**src/rtl/fetch_pc_gen.sv**
```systemverilog
// Next-PC generator around the BTB: predicts from the BTB hit, queues in-flight predictions, redirects on mispredict.
// Latency: BTB lookup is combinational on pc; redirect, BTB update and redirected pc appear one cycle after resolve.
// Backpressure: fetch stalls (pc holds) while imem_ready is low or the in-flight queue is full.
module fetch_pc_gen #(
    parameter logic [31:0] RESET_PC = 32'h0000_0060,
    parameter int          QDEPTH   = 4
) (
    input  logic                        clk,
    input  logic                        rst_n,
    input  logic                        imem_ready,
    output logic [31:0]                 pc,
    output logic                        fetch_valid,
    output logic                        pred_taken,
    input  logic                        btb_match,
    input  logic [31:0]                 btb_target,
    input  logic                        resolve_valid,
    input  logic                        resolve_is_branch,
    input  logic                        resolve_taken,
    input  logic [31:0]                 resolve_target,
    output logic                        redirect,
    output logic                        btb_update,
    output logic [31:0]                 btb_update_addr,
    output logic [31:0]                 btb_target_addr,
    output logic [$clog2(QDEPTH):0]     q_count
);
    localparam int PW = $clog2(QDEPTH);
    localparam int CW = PW + 1;

    logic [31:0]   q_pc   [QDEPTH];
    logic          q_pred [QDEPTH];
    logic [31:0]   q_tgt  [QDEPTH];
    logic [PW-1:0] head;
    logic [PW-1:0] tail;
    logic [CW-1:0] count;

    logic          fire;
    logic          res_ok;
    logic          actual_taken;
    logic          target_diff;
    logic          mispredict;
    logic          need_update;
    logic [31:0]   actual_next;

    assign q_count     = count;
    assign fetch_valid = (count != CW'(QDEPTH));
    assign pred_taken  = btb_match;

    // A resolve against an empty queue is illegal and is simply dropped.
    assign fire         = fetch_valid & imem_ready;
    assign res_ok       = resolve_valid & (count != '0);
    assign actual_taken = resolve_is_branch & resolve_taken;
    assign target_diff  = (q_tgt[head] != resolve_target);
    assign mispredict   = res_ok & ((q_pred[head] != actual_taken) | (actual_taken & target_diff));
    assign need_update  = res_ok & actual_taken & (~q_pred[head] | target_diff);
    assign actual_next  = actual_taken ? resolve_target : (q_pc[head] + 32'd4);

    always_ff @(posedge clk) begin
        if (fire) begin
            q_pc[tail]   <= pc;
            q_pred[tail] <= btb_match;
            q_tgt[tail]  <= btb_target;
        end
    end

    always_ff @(posedge clk or negedge rst_n) begin
        if (!rst_n) begin
            pc              <= RESET_PC;
            head            <= '0;
            tail            <= '0;
            count           <= '0;
            redirect        <= 1'b0;
            btb_update      <= 1'b0;
            btb_update_addr <= '0;
            btb_target_addr <= '0;
        end else begin
            redirect   <= mispredict;
            btb_update <= need_update;
            if (need_update) begin
                btb_update_addr <= q_pc[head];
                btb_target_addr <= resolve_target;
            end
            // A flush wins over any same-cycle push: the fetched entry is wrong-path.
            if (mispredict) begin
                pc    <= actual_next;
                head  <= '0;
                tail  <= '0;
                count <= '0;
            end else begin
                if (fire) begin
                    pc   <= btb_match ? btb_target : (pc + 32'd4);
                    tail <= tail + 1'b1;
                end
                if (res_ok) begin
                    head <= head + 1'b1;
                end
                count <= count + CW'(fire) - CW'(res_ok);
            end
        end
    end

endmodule
```
**config.mk**
```make
export PLATFORM = sky130hd
export DESIGN_NAME = fetch_pc_gen
export DESIGN_NICKNAME = d
export VERILOG_FILES = /design/src/rtl/fetch_pc_gen.sv
export SDC_FILE = /design/constraint.sdc
export NUM_CORES = 1
export LEC_CHECK = 0
export ABC_AREA = 1
export CORE_AREA = 4 4 190 192
export DETAILED_ROUTE_END_ITERATION = 8
export DIE_AREA = 0 0 194 196
export GPL_ROUTABILITY_DRIVEN = 0
export PLACE_DENSITY = 0.74
export SLEW_MARGIN = 5
export SYNTH_ARGS = -nofsm -noshare
export SYNTH_HDL_FRONTEND = slang
export SYNTH_SLANG_ARGS = --single-unit
```
**constraint.sdc**
```tcl
create_clock -name clk -period 8.65 [get_ports clk]
set_clock_uncertainty 0.2 [all_clocks]
set_input_delay 1.73 -clock clk [delete_from_list [all_inputs] [get_ports clk]]
set_output_delay 1.73 -clock clk [all_outputs]
set_load 0.05 [all_outputs]
```
==> results of run 1 <==
worst max-delay path: stages:
cell,delay [ns]
clkdlybuf4s50_1,0.45
buf_4,0.36
clkdlybuf4s50_1,0.89
through the flow:
| step | hold WS, ns | power (mW) | instance area (um2) | worst slack [ns] |
|---|---|---|---|---|
| global route | 0.288 | 8.53 | 20300 | 3.24 |
| global placement | 0.264 | 6.34 | 19000 | 3.26 |
| CTS | 0.282 | 8.10 | 20300 | 3.29 |
| finish | 0.276 | 8.10 | 20300 | 3.29 |
| floorplan | 0.380 | 5.20 | 17000 | 3.11 |
| detailed placement | 0.266 | 6.42 | 19000 | 3.28 |
cell type report:
type                       instances  area share, %
antenna                            1         0.0123
clock buffer                      54           5.49
clock inverter                    16          0.856
inverter                         121           2.25
multi-input combinational       1265           28.1
sequential                       365           51.4
tap                              455           2.80
timing repair buffer             190           9.14
worst paths after layout:
path | startpoint | to | depth (start not counted)
max | btb_match | pred_taken | 3
min | btb_update_addr[2] | btb_update_addr[2] | 2
max reg2reg | head[0] | pc[0] | 17
min reg2reg | btb_update_addr[2] | btb_update_addr[2] | 2
max in group asynchronous | rst_n | head[1] | 2
min in group asynchronous | rst_n | btb_update_addr[5] | 1
flip-flops by register name (all words and copies together), names as in the netlist:
| name | flops |
|---|---|
| btb_target_addr | 32 |
| redirect | 1 |
| q_tgt | 128 |
| pc | 32 |
| tail | 2 |
| btb_update | 1 |
| q_pc | 128 |
| q_pred | 4 |
| btb_update_addr | 32 |
| head | 2 |
| q_count | 3 |
power by group through the flow:
stage | Sequential, mW | Clock [mW] | Combinational [mW]
final | 2.89 | 1.68 | 3.53
after detailed placement | 2.91 | 0 | 3.50
after global routing | 2.94 | 1.77 | 3.83
after CTS | 2.88 | 1.69 | 3.52
after floorplan | 3.53 | 0 | 1.67
after global placement | 2.90 | 0 | 3.44
routing by layer:
metal,vias up,wire (um)
li1,6447,-
met1,6576,19800
met2,758,23300
met3,116,4970
met4,2,1840
met5,-,19
cell usage after synthesis, types with 5 or more instances:
cell type	n
clkbuf_1	21
o21ai_1	22
ha_1	8
nand3_1	202
buf_2	34
a21oi_1	28
buf_4	17
nor3_1	17
buf_6	6
dfrtp_1	103
nand4_1	28
o211ai_1	9
inv_1	114
xnor2_1	6
nor2_1	121
xor2_1	20
nand2_1	670
inv_2	5
edfxtp_1	260
or2_2	5
o21ai_0	97
logic make-up (layout without fill, tap and decap cells):
logic type / count (synthesis) / count (layout) / share of synthesized area (%)
AO/OA/AOI/OAI: 172 / 172 / 5.44
AND/OR/NAND/NOR: 1057 / 1057 / 25.8
adder cells (fa/ha/maj): 9 / 9 / 0.706
other: 0 / 1 / 0
buffers and inverters: 201 / 381 / 5.33
multiplexers: 1 / 1 / 0.0588
flip-flops: 365 / 365 / 61.4
XOR/XNOR: 26 / 26 / 1.34
==> results.ini, run 1 <==
[outcome]
status = complete, no violations

[yosys]
ys_seq_elements = 365
syn_area_per_cell_um2 = 9.29
synthFlopType = edfxtp_1
synth.top_cell.area_share_pct = 45.9
async_flop_share_pct = 28.8
yosysUniqueCellTypes = 44
synth_area_leaders = edfxtp_1 46%, dfrtp_1 15%, nand2_1 15%
synthesis.area_mm2 = 0.0170
synth_cells = 1831
yosysTopAreaCell = edfxtp_1
yosys_warnings = 0
synth-edff-count = 260
syn_nets = 1911
seq_area_frac_synth_pct = 61.4

[setup_path]
path_max_fanout = 32
rrSetupSlack_ns = 3.82
critPathLaunchType = input pin
cp_data_required_time_ns = 6.72
path_class = in2out
end_kind = primary output
arrival_ns = 3.43

[routing]
routedWlPerCell_um = 20.3
vias_per_cell = 5.63
wl_um = 50000
vias = 13899
route.detailed.drc = 0
drtAntennaViolNets = 0
first_pass_iters = 6
initialDrtViolationCount = 1627

[clock_tree]
clock_latency_ns = 0.53
cts_buffers = 38
clkSlewWorstSetupHoldPaths_ns = 0.06
hold_buffers = 0
cts_resized = 0
htreeDepth = 2
cts_tree = built
ctsRootBufferMaster = clkbuf_16
post-cts-setup-buffers = 0
cts.sinks = 365
clockBufferDepth = 3

[flow_run]
cap_violations = 0

[placed_design]
dp_cells = 2396
dp_hpwl_um = 33600
port_buffers = 173

[timing]
fmax_ghz = 0.186
max_slew_margin_pct = 21.3
grt_setup_unrepaired = false
worst_pin_slew_ns = 1.18
tns_ns = 0
period_share_pct = 62.0
maxSlewViolCount = 0
setup_violations = 0
fin_crit_ns = 5.36
final_hold_viol_count = 0

[power_and_ir_drop]
seq_power_share_pct = 35.7
power_switching_share_pct = 44.6
internal_power_mw = 4.49
p_leak_nw = 8.28
power.density_mw_per_mm2 = 398
peakVddDrop_uv = 253
power_switching_mw = 3.61
p_clk_share_pct = 20.7
p_comb_share_pct = 43.6

[floorplanning]
core_mm2 = 0.0344
io-pin-count = 174
die_h_um = 196
start_util_pct = 49.5
die_w_um = 194
dieArea_mm2 = 0.0380
std_cell_rows = 68

[grt]
grt_usage_pct = 25.3
grt_pass1_vias = 12859
use_met1_pct = 34.8
antenna_found_initial = 1
grt_pass1_wl_um = 75700
gr-total-overflow = 0
grt_max_degree = 71
grtUsageMet2_pct = 41.1
gr-max-usage-layer = met2
grt_use_met3_pct = 4.69

[worst_hold_path]
min_path_type = reg2reg

[cells_and_area]
layout_commonest_cell = nand2_1
area.sequential_mm2 = 0.0104
area_delta_synth_final_pct = 19.5
mostFrequentLayoutCells = 669 x nand2_1, 260 x edfxtp_1, 202 x nand3_1
drive_gt1_share_pct = 4.82
nets = 2061
fin_cells = 2467
fill_cells = 2845
final_util_pct = 59.1
multi_input_area_mm2 = 0.00571

Power figures use the tool's default switching activity.
==> run 2, diff against run 1 <==
- clock period: 8.65 -> 5.5 ns (I/O delays scaled with it)
==> run 2 against run 1 <==
Non-clock buffer count rose by 4. Setup slack got worse by 1.8 ns. Die area did not move. Total power rose by 56%. Clock power rose by 48%. Register-to-register slack got worse by 2.4 ns. Combinational power rose by 59%. First-iteration DRC count rose by 6.6%. Critical path depth rose by 14. Sequential power rose by 56%. Critical endpoint is now pc[29].
==> results.ini, run 2 (synthesis gave the netlist of run 1 again) <==
[timing]
fmax_ghz = 0.247
maxSlewViolCount = 0
setup_ws_ns = 1.45
period_share_pct = 73.6
final_hold_viol_count = 0
worst_pin_slew_ns = 0.941
max_slew_margin_pct = 37.3
grt_setup_unrepaired = false
tns_ns = 0
setup_violations = 0
fin_crit_ns = 4.05

[floorplanning]
io-pin-count = 174
die_w_um = 194
dieArea_mm2 = 0.0380
die_h_um = 196
start_util_pct = 49.5
core_mm2 = 0.0344
std_cell_rows = 68

[cells_and_area]
mostFrequentLayoutCells = 669 x nand2_1, 260 x edfxtp_1, 202 x nand3_1
area_delta_synth_final_pct = 19.4
layout_commonest_cell = nand2_1
nets = 2066
drive_gt1_share_pct = 5.11
top_regs = q_pc x128, q_tgt x128
antennaDiodeCount = 0

[placed_design]
port_buffers = 173
dp_hpwl_um = 34400
place_ws_ns = 1.44

[routing]
wl_um = 50900
drtAntennaViolNets = 0
vias_per_cell = 5.68
initialDrtViolationCount = 1734
first_pass_iters = 6
routedWlPerCell_um = 20.6
route.detailed.drc = 0
vias = 14034

[clock_tree]
clkSlewWorstSetupHoldPaths_ns = 0.06
cts_resized = 0
htreeDepth = 2
hold_buffers = 0
ctsRootBufferMaster = clkbuf_16
cts.sinks = 365
cts_buffers = 39
clockBufferDepth = 3
clock_latency_ns = 0.53
cts_tree = built
post-cts-setup-buffers = 0

[setup_path]
end_kind = flop
cp_data_required_time_ns = 5.75
r2r-end = pc[29]
arrival_ns = 4.30
critPathLaunchType = flop
path_class = reg2reg
ff2ff_path_depth = 17
rrSetupSlack_ns = 1.45
r2r_start = head[0]
path_max_fanout = 45

[worst_hold_path]
holdPathEnd = btb_update_addr[1]
hold_depth = 2
min_path_type = reg2reg
hp-start = btb_update_addr[1]

[power_and_ir_drop]
power.density_mw_per_mm2 = 621
p_leak_nw = 8.27
peakVddDrop_uv = 459

[grt]
grt_max_degree = 69
antenna_found_initial = 0
gr-total-overflow = 0
grt_usage_pct = 25.8
grt_pass1_vias = 13367
grt_pass1_wl_um = 77300

[outcome]
status = complete, no violations

[flow_run]
cap_violations = 0

[run 2: how the worst max path moves through the flow]
stage                          end  cells past startpoint               start
2_1_floorplan           q_pc[0][0]                      5          q_count[1]
3_3_place_gp    btb_target_addr[2]                     14   resolve_target[4]
3_5_place_dp    btb_update_addr[2]                     15  resolve_target[19]
4_1_cts         btb_update_addr[2]                     17             head[0]
5_1_grt        btb_target_addr[25]                     17             head[0]
6_report                    pc[29]                     17             head[0]
[run 2: final cells by class]
type,count,area [um2]
inverter,121,455
tap,455,569
sequential,365,10400
clock buffer,55,1100
clock inverter,15,108
fill,2898,14100
timing repair buffer,194,1920
multi-input combinational,1265,5710
[run 2: routing by layer]
| layer | track usage [%] | wire (um) | vias to the layer above |
|---|---|---|---|
| li1 | - | - | 6440 |
| met1 | 34.8 | 19900 | 6671 |
| met2 | 42.7 | 24300 | 805 |
| met3 | 4.16 | 4870 | 118 |
| met4 | 9.22 | 1850 | 0 |
| met5 | 0 | 0 | - |
[run 2: where the power goes]
part | switching (mW) | leakage [nW] | internal, mW
sequential | 0.644 | 3.69 | 3.87
combinational | 3.99 | 4.00 | 1.61
clock | 1.05 | 0.587 | 1.44
[run 2: worst max-delay path: stages, from the launching register on]
cell and delay, ns:
dfrtp_4 0.42, clkinv_2 0.56, buf_4 0.47, nand2_1 0.08, nand3_1 0.11, nand3_1 0.16
nand2_1 0.07, inv_1 0.05, nand2_1 0.05, nor2_1 0.11, nand2_1 0.13, nor2_1 0.14
nand3_1 0.12, nand2_4 0.34, nand3_2 0.21, inv_2 0.49, nand2_1 0.14, nand3_1 0.11
[run 2: through the flow]
stage	cells	cell area [um2]	power, mW	utilization [%]	hold WS (ns)
floorplan	1831	17000	8.18	-	0.380
global placement	2400	19100	9.97	55.6	0.267
CTS	2470	20300	12.6	59.1	0.283
finish	2470	20300	12.6	59.1	0.277
global route	2470	20300	13.3	59.1	0.294
detailed placement	2400	19100	10.1	55.6	0.267
